`src/rtl/sram_bridge.sv`:
```
// Bridge from the arbiter's 32-bit mem_* interface to a 16-bit asynchronous SRAM.
// Writes are posted through a small buffer; reads wait until that buffer drains.

`ifndef MEM_CMD_READ
`define MEM_CMD_READ 1'b0
`endif
`ifndef MEM_CMD_WRITE
`define MEM_CMD_WRITE 1'b1
`endif

module sram_bridge #(
    parameter int WAIT_CYCLES = 1,
    parameter int SRAM_AW     = 18,
    parameter int WBUF_DEPTH  = 4
) (
    input  logic               clk,
    input  logic               reset_n,
    input  logic [31:0]        mem_addr,
    input  logic [3:0]         mem_mask,
    input  logic               mem_enable,
    input  logic               mem_cmd,
    input  logic [31:0]        mem_wdata,
    output logic [31:0]        mem_data,
    output logic               mem_valid,
    output logic [SRAM_AW-1:0] sram_addr,
    output logic [15:0]        sram_dq_out,
    input  logic [15:0]        sram_dq_in,
    output logic               sram_dq_oe,
    output logic               sram_ce_n,
    output logic               sram_oe_n,
    output logic               sram_we_n,
    output logic               sram_ub_n,
    output logic               sram_lb_n,
    output logic               wr_overflow,
    output logic               busy
);

    localparam int              PTR_W    = $clog2(WBUF_DEPTH);
    localparam int              EA_W     = SRAM_AW - 1;
    localparam logic [3:0]      WAIT_LD  = 4'(WAIT_CYCLES);
    localparam logic [PTR_W:0]  FULL_CNT = (PTR_W+1)'(WBUF_DEPTH);
    localparam logic [PTR_W:0]  ZERO_CNT = {(PTR_W+1){1'b0}};

    typedef enum logic [2:0] {
        IDLE  = 3'd0,
        WR_LO = 3'd1,
        WR_HI = 3'd2,
        RD_LO = 3'd3,
        RD_HI = 3'd4,
        DONE  = 3'd5
    } state_t;

    state_t              state_r, next_state_s;
    logic [3:0]          wait_r, wait_nxt_s;
    logic [EA_W-1:0]     rd_addr_r, rd_addr_nxt_s;
    logic [15:0]         rd_lo_r;
    logic                after_done_r;
    logic                pop_s, rd_accept_s;

    logic [EA_W-1:0]     wb_addr_r [WBUF_DEPTH];
    logic [31:0]         wb_data_r [WBUF_DEPTH];
    logic [3:0]          wb_mask_r [WBUF_DEPTH];
    logic [PTR_W-1:0]    wptr_r, rptr_r;
    logic [PTR_W:0]      count_r, count_nxt_s;
    logic                push_s, push_ok_s, full_s;
    logic [EA_W-1:0]     head_addr_s;
    logic [31:0]         head_data_s;
    logic [3:0]          head_mask_s;

    logic [31:0]         mem_data_r;
    logic                mem_valid_r, wr_overflow_r, busy_r;
    logic [SRAM_AW-1:0]  sram_addr_r, sram_addr_nxt_s;
    logic [15:0]         dq_out_r, dq_out_nxt_s;
    logic                dq_oe_r, dq_oe_nxt_s;
    logic                ce_n_r, ce_n_nxt_s;
    logic                oe_n_r, oe_n_nxt_s;
    logic                we_n_r, we_n_nxt_s;
    logic                ub_n_r, ub_n_nxt_s;
    logic                lb_n_r, lb_n_nxt_s;

    logic                unused_s;
    assign unused_s = ^{mem_addr[31:SRAM_AW+1], mem_addr[1:0]};

    assign push_s      = mem_enable && (mem_cmd == `MEM_CMD_WRITE);
    assign full_s      = (count_r == FULL_CNT);
    // A full buffer still accepts a push when the head retires in the same cycle.
    assign push_ok_s   = push_s && (!full_s || pop_s);
    assign head_addr_s = wb_addr_r[rptr_r];
    assign head_data_s = wb_data_r[rptr_r];
    assign head_mask_s = wb_mask_r[rptr_r];

    // Posted-write storage; contents are meaningful only between rptr and wptr.
    always_ff @(posedge clk) begin
        if (push_ok_s) begin
            wb_addr_r[wptr_r] <= mem_addr[SRAM_AW:2];
            wb_data_r[wptr_r] <= mem_wdata;
            wb_mask_r[wptr_r] <= mem_mask;
        end
    end

    // Buffer occupancy for the next cycle.
    always_comb begin
        count_nxt_s = count_r;
        case ({push_ok_s, pop_s})
            2'b10:   count_nxt_s = count_r + 1'b1;
            2'b01:   count_nxt_s = count_r - 1'b1;
            default: count_nxt_s = count_r;
        endcase
    end

    // Buffer pointers, occupancy and the sticky overflow flag.
    always_ff @(posedge clk) begin
        if (!reset_n) begin
            wptr_r        <= {PTR_W{1'b0}};
            rptr_r        <= {PTR_W{1'b0}};
            count_r       <= ZERO_CNT;
            wr_overflow_r <= 1'b0;
        end else begin
            if (push_ok_s) begin
                wptr_r <= wptr_r + 1'b1;
            end
            if (pop_s) begin
                rptr_r <= rptr_r + 1'b1;
            end
            count_r <= count_nxt_s;
            if (push_s && !push_ok_s) begin
                wr_overflow_r <= 1'b1;
            end
        end
    end

    // Next-state logic; buffered writes always take priority over a pending read.
    always_comb begin
        next_state_s = state_r;
        wait_nxt_s   = wait_r;
        pop_s        = 1'b0;
        rd_accept_s  = 1'b0;
        case (state_r)
            IDLE: begin
                if (count_r != ZERO_CNT) begin
                    if (head_mask_s[1:0] != 2'b00) begin
                        next_state_s = WR_LO;
                        wait_nxt_s   = WAIT_LD;
                    end else if (head_mask_s[3:2] != 2'b00) begin
                        next_state_s = WR_HI;
                        wait_nxt_s   = WAIT_LD;
                    end else begin
                        pop_s = 1'b1;
                    end
                end else if (mem_enable && (mem_cmd == `MEM_CMD_READ) && !after_done_r) begin
                    next_state_s = RD_LO;
                    wait_nxt_s   = WAIT_LD;
                    rd_accept_s  = 1'b1;
                end else begin
                    next_state_s = IDLE;
                end
            end
            WR_LO: begin
                if (wait_r != 4'd0) begin
                    wait_nxt_s = wait_r - 4'd1;
                end else if (head_mask_s[3:2] != 2'b00) begin
                    next_state_s = WR_HI;
                    wait_nxt_s   = WAIT_LD;
                end else begin
                    pop_s        = 1'b1;
                    next_state_s = IDLE;
                end
            end
            WR_HI: begin
                if (wait_r != 4'd0) begin
                    wait_nxt_s = wait_r - 4'd1;
                end else begin
                    pop_s        = 1'b1;
                    next_state_s = IDLE;
                end
            end
            RD_LO: begin
                if (wait_r != 4'd0) begin
                    wait_nxt_s = wait_r - 4'd1;
                end else begin
                    next_state_s = RD_HI;
                    wait_nxt_s   = WAIT_LD;
                end
            end
            RD_HI: begin
                if (wait_r != 4'd0) begin
                    wait_nxt_s = wait_r - 4'd1;
                end else begin
                    next_state_s = DONE;
                end
            end
            DONE:    next_state_s = IDLE;
            default: next_state_s = IDLE;
        endcase
    end

    assign rd_addr_nxt_s = rd_accept_s ? mem_addr[SRAM_AW:2] : rd_addr_r;

    // SRAM pin values for the state being entered, so the registered pins line up with it.
    always_comb begin
        sram_addr_nxt_s = {SRAM_AW{1'b0}};
        dq_out_nxt_s    = 16'h0000;
        dq_oe_nxt_s     = 1'b0;
        ce_n_nxt_s      = 1'b1;
        oe_n_nxt_s      = 1'b1;
        we_n_nxt_s      = 1'b1;
        ub_n_nxt_s      = 1'b1;
        lb_n_nxt_s      = 1'b1;
        case (next_state_s)
            WR_LO: begin
                sram_addr_nxt_s = {head_addr_s, 1'b0};
                dq_out_nxt_s    = head_data_s[15:0];
                dq_oe_nxt_s     = 1'b1;
                ce_n_nxt_s      = 1'b0;
                we_n_nxt_s      = 1'b0;
                lb_n_nxt_s      = ~head_mask_s[0];
                ub_n_nxt_s      = ~head_mask_s[1];
            end
            WR_HI: begin
                sram_addr_nxt_s = {head_addr_s, 1'b1};
                dq_out_nxt_s    = head_data_s[31:16];
                dq_oe_nxt_s     = 1'b1;
                ce_n_nxt_s      = 1'b0;
                we_n_nxt_s      = 1'b0;
                lb_n_nxt_s      = ~head_mask_s[2];
                ub_n_nxt_s      = ~head_mask_s[3];
            end
            RD_LO: begin
                sram_addr_nxt_s = {rd_addr_nxt_s, 1'b0};
                ce_n_nxt_s      = 1'b0;
                oe_n_nxt_s      = 1'b0;
                ub_n_nxt_s      = 1'b0;
                lb_n_nxt_s      = 1'b0;
            end
            RD_HI: begin
                sram_addr_nxt_s = {rd_addr_nxt_s, 1'b1};
                ce_n_nxt_s      = 1'b0;
                oe_n_nxt_s      = 1'b0;
                ub_n_nxt_s      = 1'b0;
                lb_n_nxt_s      = 1'b0;
            end
            default: sram_addr_nxt_s = {SRAM_AW{1'b0}};
        endcase
    end

    // State, wait counter, read capture and all registered outputs.
    always_ff @(posedge clk) begin
        if (!reset_n) begin
            state_r      <= IDLE;
            wait_r       <= 4'd0;
            rd_addr_r    <= {EA_W{1'b0}};
            rd_lo_r      <= 16'h0000;
            after_done_r <= 1'b0;
            mem_data_r   <= 32'h0000_0000;
            mem_valid_r  <= 1'b0;
            busy_r       <= 1'b0;
            sram_addr_r  <= {SRAM_AW{1'b0}};
            dq_out_r     <= 16'h0000;
            dq_oe_r      <= 1'b0;
            ce_n_r       <= 1'b1;
            oe_n_r       <= 1'b1;
            we_n_r       <= 1'b1;
            ub_n_r       <= 1'b1;
            lb_n_r       <= 1'b1;
        end else begin
            state_r      <= next_state_s;
            wait_r       <= wait_nxt_s;
            rd_addr_r    <= rd_addr_nxt_s;
            after_done_r <= (state_r == DONE);
            if ((state_r == RD_LO) && (wait_r == 4'd0)) begin
                rd_lo_r <= sram_dq_in;
            end
            if ((state_r == RD_HI) && (wait_r == 4'd0)) begin
                mem_data_r <= {sram_dq_in, rd_lo_r};
            end
            mem_valid_r  <= (next_state_s == DONE);
            busy_r       <= (next_state_s != IDLE) || (count_nxt_s != ZERO_CNT);
            sram_addr_r  <= sram_addr_nxt_s;
            dq_out_r     <= dq_out_nxt_s;
            dq_oe_r      <= dq_oe_nxt_s;
            ce_n_r       <= ce_n_nxt_s;
            oe_n_r       <= oe_n_nxt_s;
            we_n_r       <= we_n_nxt_s;
            ub_n_r       <= ub_n_nxt_s;
            lb_n_r       <= lb_n_nxt_s;
        end
    end

    assign mem_data    = mem_data_r;
    assign mem_valid   = mem_valid_r;
    assign wr_overflow = wr_overflow_r;
    assign busy        = busy_r;
    assign sram_addr   = sram_addr_r;
    assign sram_dq_out = dq_out_r;
    assign sram_dq_oe  = dq_oe_r;
    assign sram_ce_n   = ce_n_r;
    assign sram_oe_n   = oe_n_r;
    assign sram_we_n   = we_n_r;
    assign sram_ub_n   = ub_n_r;
    assign sram_lb_n   = lb_n_r;

endmodule
```
`config.mk`:
```
export PLATFORM = sky130hd
export DESIGN_NAME = sram_bridge
export DESIGN_NICKNAME = d
export VERILOG_FILES = /design/src/rtl/sram_bridge.sv
export SDC_FILE = /design/constraint.sdc
export NUM_CORES = 1
export LEC_CHECK = 0
export CORE_ASPECT_RATIO = 0.9
export CORE_MARGIN = 2
export CORE_UTILIZATION = 45
export CTS_BUF_LIST = sky130_fd_sc_hd__clkbuf_16
export CTS_CLUSTER_DIAMETER = 60
export CTS_CLUSTER_SIZE = 14
export DETAILED_ROUTE_END_ITERATION = 8
export HOLD_SLACK_MARGIN = 0.1
export PLACE_DENSITY = 0.68
export SLEW_MARGIN = 20
export SYNTH_ARGS = -nofsm -noshare
export SYNTH_HDL_FRONTEND = slang
export SYNTH_SLANG_ARGS = --single-unit
```
`constraint.sdc`:
```
create_clock -name clk -period 4.05 [get_ports clk]
set_clock_uncertainty 0.1 [all_clocks]
set_input_delay 1.215 -clock clk [delete_from_list [all_inputs] [get_ports clk]]
set_output_delay 1.215 -clock clk [all_outputs]
set_load 0.02 [all_outputs]
```
## After elaboration in Yosys (flattened, before gate mapping)

Memories as Yosys holds them, arrays and structs flattened. A register that Yosys moved wholly into a read port is not among the register bits.
Cells that the tools add are included.

| storage, ports and cells | value |
|---|---|
| input port bits | 88 |
| flip-flop bits (word level) | 123 |
| memories kept | 3 |
| bits in writable memories | 212 |

| cells by class | value |
|---|---|
| reductions and logical operators | 26 |
| equal/unequal tests | 15 |
| mux-type cells | 45 |
| add/sub/neg operators | 5 |
| bitwise logic cells | 5 |

Memories:

| name | depth | width | rd ports | clocked after Yosys merged registers in | wr ports | RTL line | RTL |
|---|---|---|---|---|---|---|---|
| wb_data_r | 4 | 32 | 1 | 1 | 1 | 61 | `logic [31:0] wb_data_r [WBUF_DEPTH];` |
| wb_addr_r | 4 | 17 | 1 | 1 | 1 | 60 | `logic [EA_W-1:0] wb_addr_r [WBUF_DEPTH];` |
| wb_mask_r | 4 | 4 | 1 | 1 | 1 | 62 | `logic [3:0] wb_mask_r [WBUF_DEPTH];` |

Operators with widths:

| kind | number |
|---|---|
| one-hot mux 18 bit (4 select lines) | 1 |
| one-hot mux 16 bit (2 select lines) | 1 |
| two-way mux 4 bit | 7 |
| two-way mux 3 bit | 7 |
| two-way mux 17 bit | 1 |
| two-way mux 2 bit | 8 |
| one-hot mux 4 bit (4 select lines) | 1 |
| equality test 3 bit, second input constant | 5 |
| one-hot mux 3 bit (5 select lines) | 1 |
| two-way mux 1 bit | 14 |
| equality test 3 x 2 -> 1 bit, second input constant | 4 |
| one-hot mux 1 bit (3 select lines) | 3 |
| nonzero test 3 bit | 3 |
| nonzero test 4 bit | 2 |
| logical AND 1 bit | 7 |
| equality test 3 x 1 -> 1 bit, second input constant | 2 |
| one-hot mux 3 bit (2 select lines) | 1 |
| OR reduction 2 bit | 3 |
| inverter 1 bit | 5 |
| adder 2 x 1 -> 2 bit, second input constant | 2 |
| logical NOT 4 bit | 1 |
| nonzero test 2 bit | 2 |
| OR reduction 4 bit | 1 |
| subtractor 4 x 1 -> 4 bit, second input constant | 1 |
| other kinds (10) | 13 |

## Logic depth before layout (Yosys ltp)

| depth | value |
|---|---|
| word-level depth | 11 |
| depth in mapped cells | 13 |

## Worst setup path after synthesis

OpenSTA, ideal clock, no wires.

| path | value |
|---|---|
| path type | register to register |
| start | reg wait_r[0] |
| end | mem wb_addr_r[1][0] (netlist bit), enable pin |
| cell stages (with the launch flop) | 8 |
| path slack | 0.183 ns |
| path buffers | 1 |
| arrival time | 3.351 ns |
| path through | dfxtp_1 -> inv_1 -> ha_1 -> or3b_2 -> clkbuf_1 -> o41a_1 -> a31oi_1 -> and2_1 |

| between the ends | value |
|---|---|
| word-level cells in the longest chain between the ends | 7 |
| elaborated cells on any way between the ends | 8 |
| those cells by class | 5 x mux; 3 x reduce/logical |

RTL lines:

| item | RTL line | RTL |
|---|---|---|
| from (decl) | 54 | `logic [3:0] wait_r, wait_nxt_s;` |
| from (signal assigned) | 267 | `wait_r <= wait_nxt_s;` |
| nonzero test 4 bit * | 159, 170 |  |
| two-way mux 1 bit, on equally long branches | 170, 159 |  |
| one-hot mux 1 bit (3 select lines) * | 138 | `case (state_r)` |
| logical OR 1 bit * | 87 | `assign push_ok_s = push_s && (!full_s \|\| pop_s);` |
| logical AND 1 bit * | 87 |  |
| two-way mux 1 bit * | 94 | `if (push_ok_s) begin` |
| two-way mux 1 bit (not written as such) * | 95 | `wb_addr_r[wptr_r] <= mem_addr[SRAM_AW:2];` |
| to (decl) | 60 |  |

Mark *: on every way between the ends. The rest lies on a longest branch, timed or not.

==> impl_metrics.py <==
metrics = {
    "run_status": {
        "status": "complete, no violations",
    },
    "finish": {
        "fillerInstances": 2192,
        "area_growth_pct": 23.1,
        "mostFrequentLayoutCell": "sky130_fd_sc_hd__edfxtp_1",
        "stdcell_area_um2": 15400,
        "net_total_in_the_final_layout": 1111,
        "drive_gt1_frac": 0.127,
        "layout_common_cells": "sky130_fd_sc_hd__edfxtp_1, sky130_fd_sc_hd__clkdlybuf4s50_1, sky130_fd_sc_hd__nand2_1",
        "postLayoutCoreUtil": 0.567,
    },
    "setup_path": {
        "worst-setup-path-type": "flop to flop",
        "setup.worst_path.start_class": "flop",
        "critical_path_arrival_ns": 4.01,
        "cp_data_required_time_ns": 4.37,
        "setup.worst_path.end_class": "flop",
        "worstPathMaxFanout": 23,
        "ff2ff_setup_slack_ns": 0.36,
    },
    "yosys": {
        "cell_area_after_synthesis_um2": 12500,
        "synth_cell_types": 58,
        "post_synth.cell_area_avg_um2": 14.5,
        "top_reg_cell_synth": "sky130_fd_sc_hd__edfxtp_1",
        "gate_count_post_synth": 861,
        "async_flop_share": 0,
        "synth-edff-count": 212,
        "synth_sequential_area_ratio": 0.708,
        "syn-num-nets": 955,
        "postSynthRegisterBits": 337,
        "ys.warnings.count": 0,
    },
    "clocking": {
        "cts_clk_pin_slew_worst_paths_ns": 0.06,
        "clkLatencyLatePin_ns": 0.54,
        "cts.root.buffer_cell": "sky130_fd_sc_hd__clkbuf_16",
        "cts.repair.resized": 0,
        "cts.repair_timing.setup_buffer_count": 0,
        "clock_tree.htree_level_count": 1,
        "cts_inserted_buffers": 29,
        "postCtsHoldBufs": 0,
        "clock_path_buffers": 3,
        "cts_tree": "yes",
        "cts_sinks": 337,
    },
    "sta": {
        "final-max-slew-violation-count": 0,
        "rsz0062_at_grt": "no",
        "finalHoldViolCount": 0,
        "fin_tns_setup_ns": 0,
        "maxClockFrequency_mhz": 271,
        "final.period_utilization": 0.910,
        "tightestPinTransition_ns": 1.05,
        "finalWorstPathRequiredPeriod_ns": 3.69,
        "final-setup-viol-count": 0,
        "timing.max_slew.rel_slack": 0.297,
        "finalHoldWorstSlack_ns": 0.350,
    },
    "placed_design": {
        "post-dp-hpwl_mm": 15.8,
        "place.gp.congestion": 0.859,
        "detailed_place.area_um2": 14600,
        "buffer_ports.inserted": 147,
    },
    "detailed_routing": {
        "met2_wl_post_dr_mm": 12.4,
        "drt-initial-drc-count": 562,
        "wirelength_met1_mm": 11.4,
        "route.met3.wl_mm": 1.37,
        "wl_per_cell_um": 18.6,
        "via_count": 7451,
        "detail_route.vias_per_cell": 5.35,
        "drt_pre_antenna_iters": 5,
        "drtAntennaViolNets": 0,
        "finalWirelength_mm": 25.9,
        "remaining_drc_errors": 0,
        "routed.top_layer": "met5",
    },
    "global_routing": {
        "antenna_found_initial": 3,
        "grt_pass1_vias": 7478,
        "grt_util_all_layers": 0.175,
        "grt_max_degree": 97,
        "grt_first_pass_wirelength_mm": 40.6,
        "global_route.overflow_total": 0,
    },
    "run": {
        "maxCapViolations": 0,
    },
    "die": {
        "io_pins": 163,
        "start_util": 0.461,
        "chipWidth_um": 180,
        "core-area_um2": 27200,
        "fp-row-count": 57,
        "die_height_um": 162,
        "floorplan.die_area_um2": 29200,
    },
    "pwr": {
        "leakagePower_nw": 4.99,
        "power_density_nw_per_um2": 613,
        "ir_drop_mv": 0.410,
    },
    "hold_path": {
        "hold_path.class": "flop to flop",
    },
}
cells in the mapped netlist, types with 3 or more instances:
master / instances / area, um^2
sky130_fd_sc_hd__a31oi_1: 4 / 25.0
sky130_fd_sc_hd__nor3_1: 6 / 30.0
sky130_fd_sc_hd__dfxtp_1: 125 / 2500
sky130_fd_sc_hd__nor4_1: 6 / 37.5
sky130_fd_sc_hd__and2_1: 6 / 37.5
sky130_fd_sc_hd__a21oi_1: 90 / 450
sky130_fd_sc_hd__nor2_1: 16 / 60.1
sky130_fd_sc_hd__a22o_1: 17 / 149
sky130_fd_sc_hd__nand2_1: 132 / 495
sky130_fd_sc_hd__o21ai_0: 14 / 70.1
sky130_fd_sc_hd__clkbuf_1: 42 / 158
sky130_fd_sc_hd__inv_1: 11 / 41.3
sky130_fd_sc_hd__mux4_2: 53 / 1190
sky130_fd_sc_hd__nand3_1: 39 / 195
sky130_fd_sc_hd__buf_1: 4 / 15.0
sky130_fd_sc_hd__ha_1: 5 / 62.6
sky130_fd_sc_hd__edfxtp_1: 212 / 6370
sky130_fd_sc_hd__nor4b_1: 3 / 26.3
sky130_fd_sc_hd__or3_1: 7 / 43.8
sky130_fd_sc_hd__nor3b_1: 3 / 22.5
sky130_fd_sc_hd__nand2b_1: 18 / 113
sky130_fd_sc_hd__xnor2_1: 3 / 26.3
critical path: stages (launching register included):
cell and delay (ns):
sky130_fd_sc_hd__dfxtp_4 0.58, sky130_fd_sc_hd__nor4bb_1 0.45, sky130_fd_sc_hd__nor4_1 0.23, sky130_fd_sc_hd__or3_1 0.47, sky130_fd_sc_hd__a21oi_1 0.33, sky130_fd_sc_hd__inv_1 0.09
sky130_fd_sc_hd__fa_1 0.47, sky130_fd_sc_hd__nand2_1 0.10, sky130_fd_sc_hd__o21ai_0 0.08, sky130_fd_sc_hd__nand3_1 0.09, sky130_fd_sc_hd__nand4_1 0.14, sky130_fd_sc_hd__o41a_1 0.43
final cells by class:
cell class              count  area [um^2]  area share
inverters                  12         46.3     0.00300
multi-input cells         463         3430       0.223
well taps                 354          443      0.0287
clock inverters            23          126     0.00820
repair buffers            174         1760       0.114
diodes                      2         5.00    0.000325
clock buffers              29          726      0.0471
flip-flops and latches    337         8870       0.576
cells by family (layout without fill, tap and decap cells):
family          count (synthesis)  count (layout)  share of synthesized area
fa+ha+maj                       6               6                    0.00660
buf+inv                        61             238                     0.0191
simple gates                  248             248                     0.0929
xor+xnor                        4               4                    0.00280
compound gates                150             150                     0.0734
mux                            55              55                     0.0969
other cells                     0               2                          0
flops                         337             337                      0.708
power by group:
part | switching, W | internal [W]
logic | 0.00149 | 0.00123
clock network | 0.00116 | 0.00136
registers | 0.000177 | 0.00403
path summary, 6_finish.rpt:
check	from	endpoint	cells past startpoint
max	flop	busy	11
min	rd_lo_r[0]	mem_data[0]	2
max reg2reg	flop	busy	11
min reg2reg	rd_lo_r[0]	mem_data[0]	2
flip-flops by register name (all words and copies together) (netlist names), 2 cells and up, named ones only:
register     count
wb_data_r      128
mem_data        32
sram_addr       18
wait_r           4
wb_mask_r       16
rd_addr_r       17
count_r          3
wptr_r           2
state_r          3
sram_dq_out     16
rptr_r           2
rd_lo_r         16
wb_addr_r       68
per-layer routing:
layer	global-route usage	vias to the layer above
met5	0	-
met4	0.0455	2
met3	0.0370	49
met2	0.294	176
met1	0.235	3664
li1	-	3560
metrics by stage:
stage | std cells | power, W | setup slack, ns
CTS | 1392 | 0.00955 | 0.342
floorplan | 861 | 0.00598 | 0.183
detailed placement | 1340 | 0.00702 | 0.232
global placement | 1340 | 0.00700 | 0.309
global route | 1392 | 0.00990 | 0.133
finish | 1394 | 0.00945 | 0.364
Note: power is estimated with default switching activity, not from simulation.
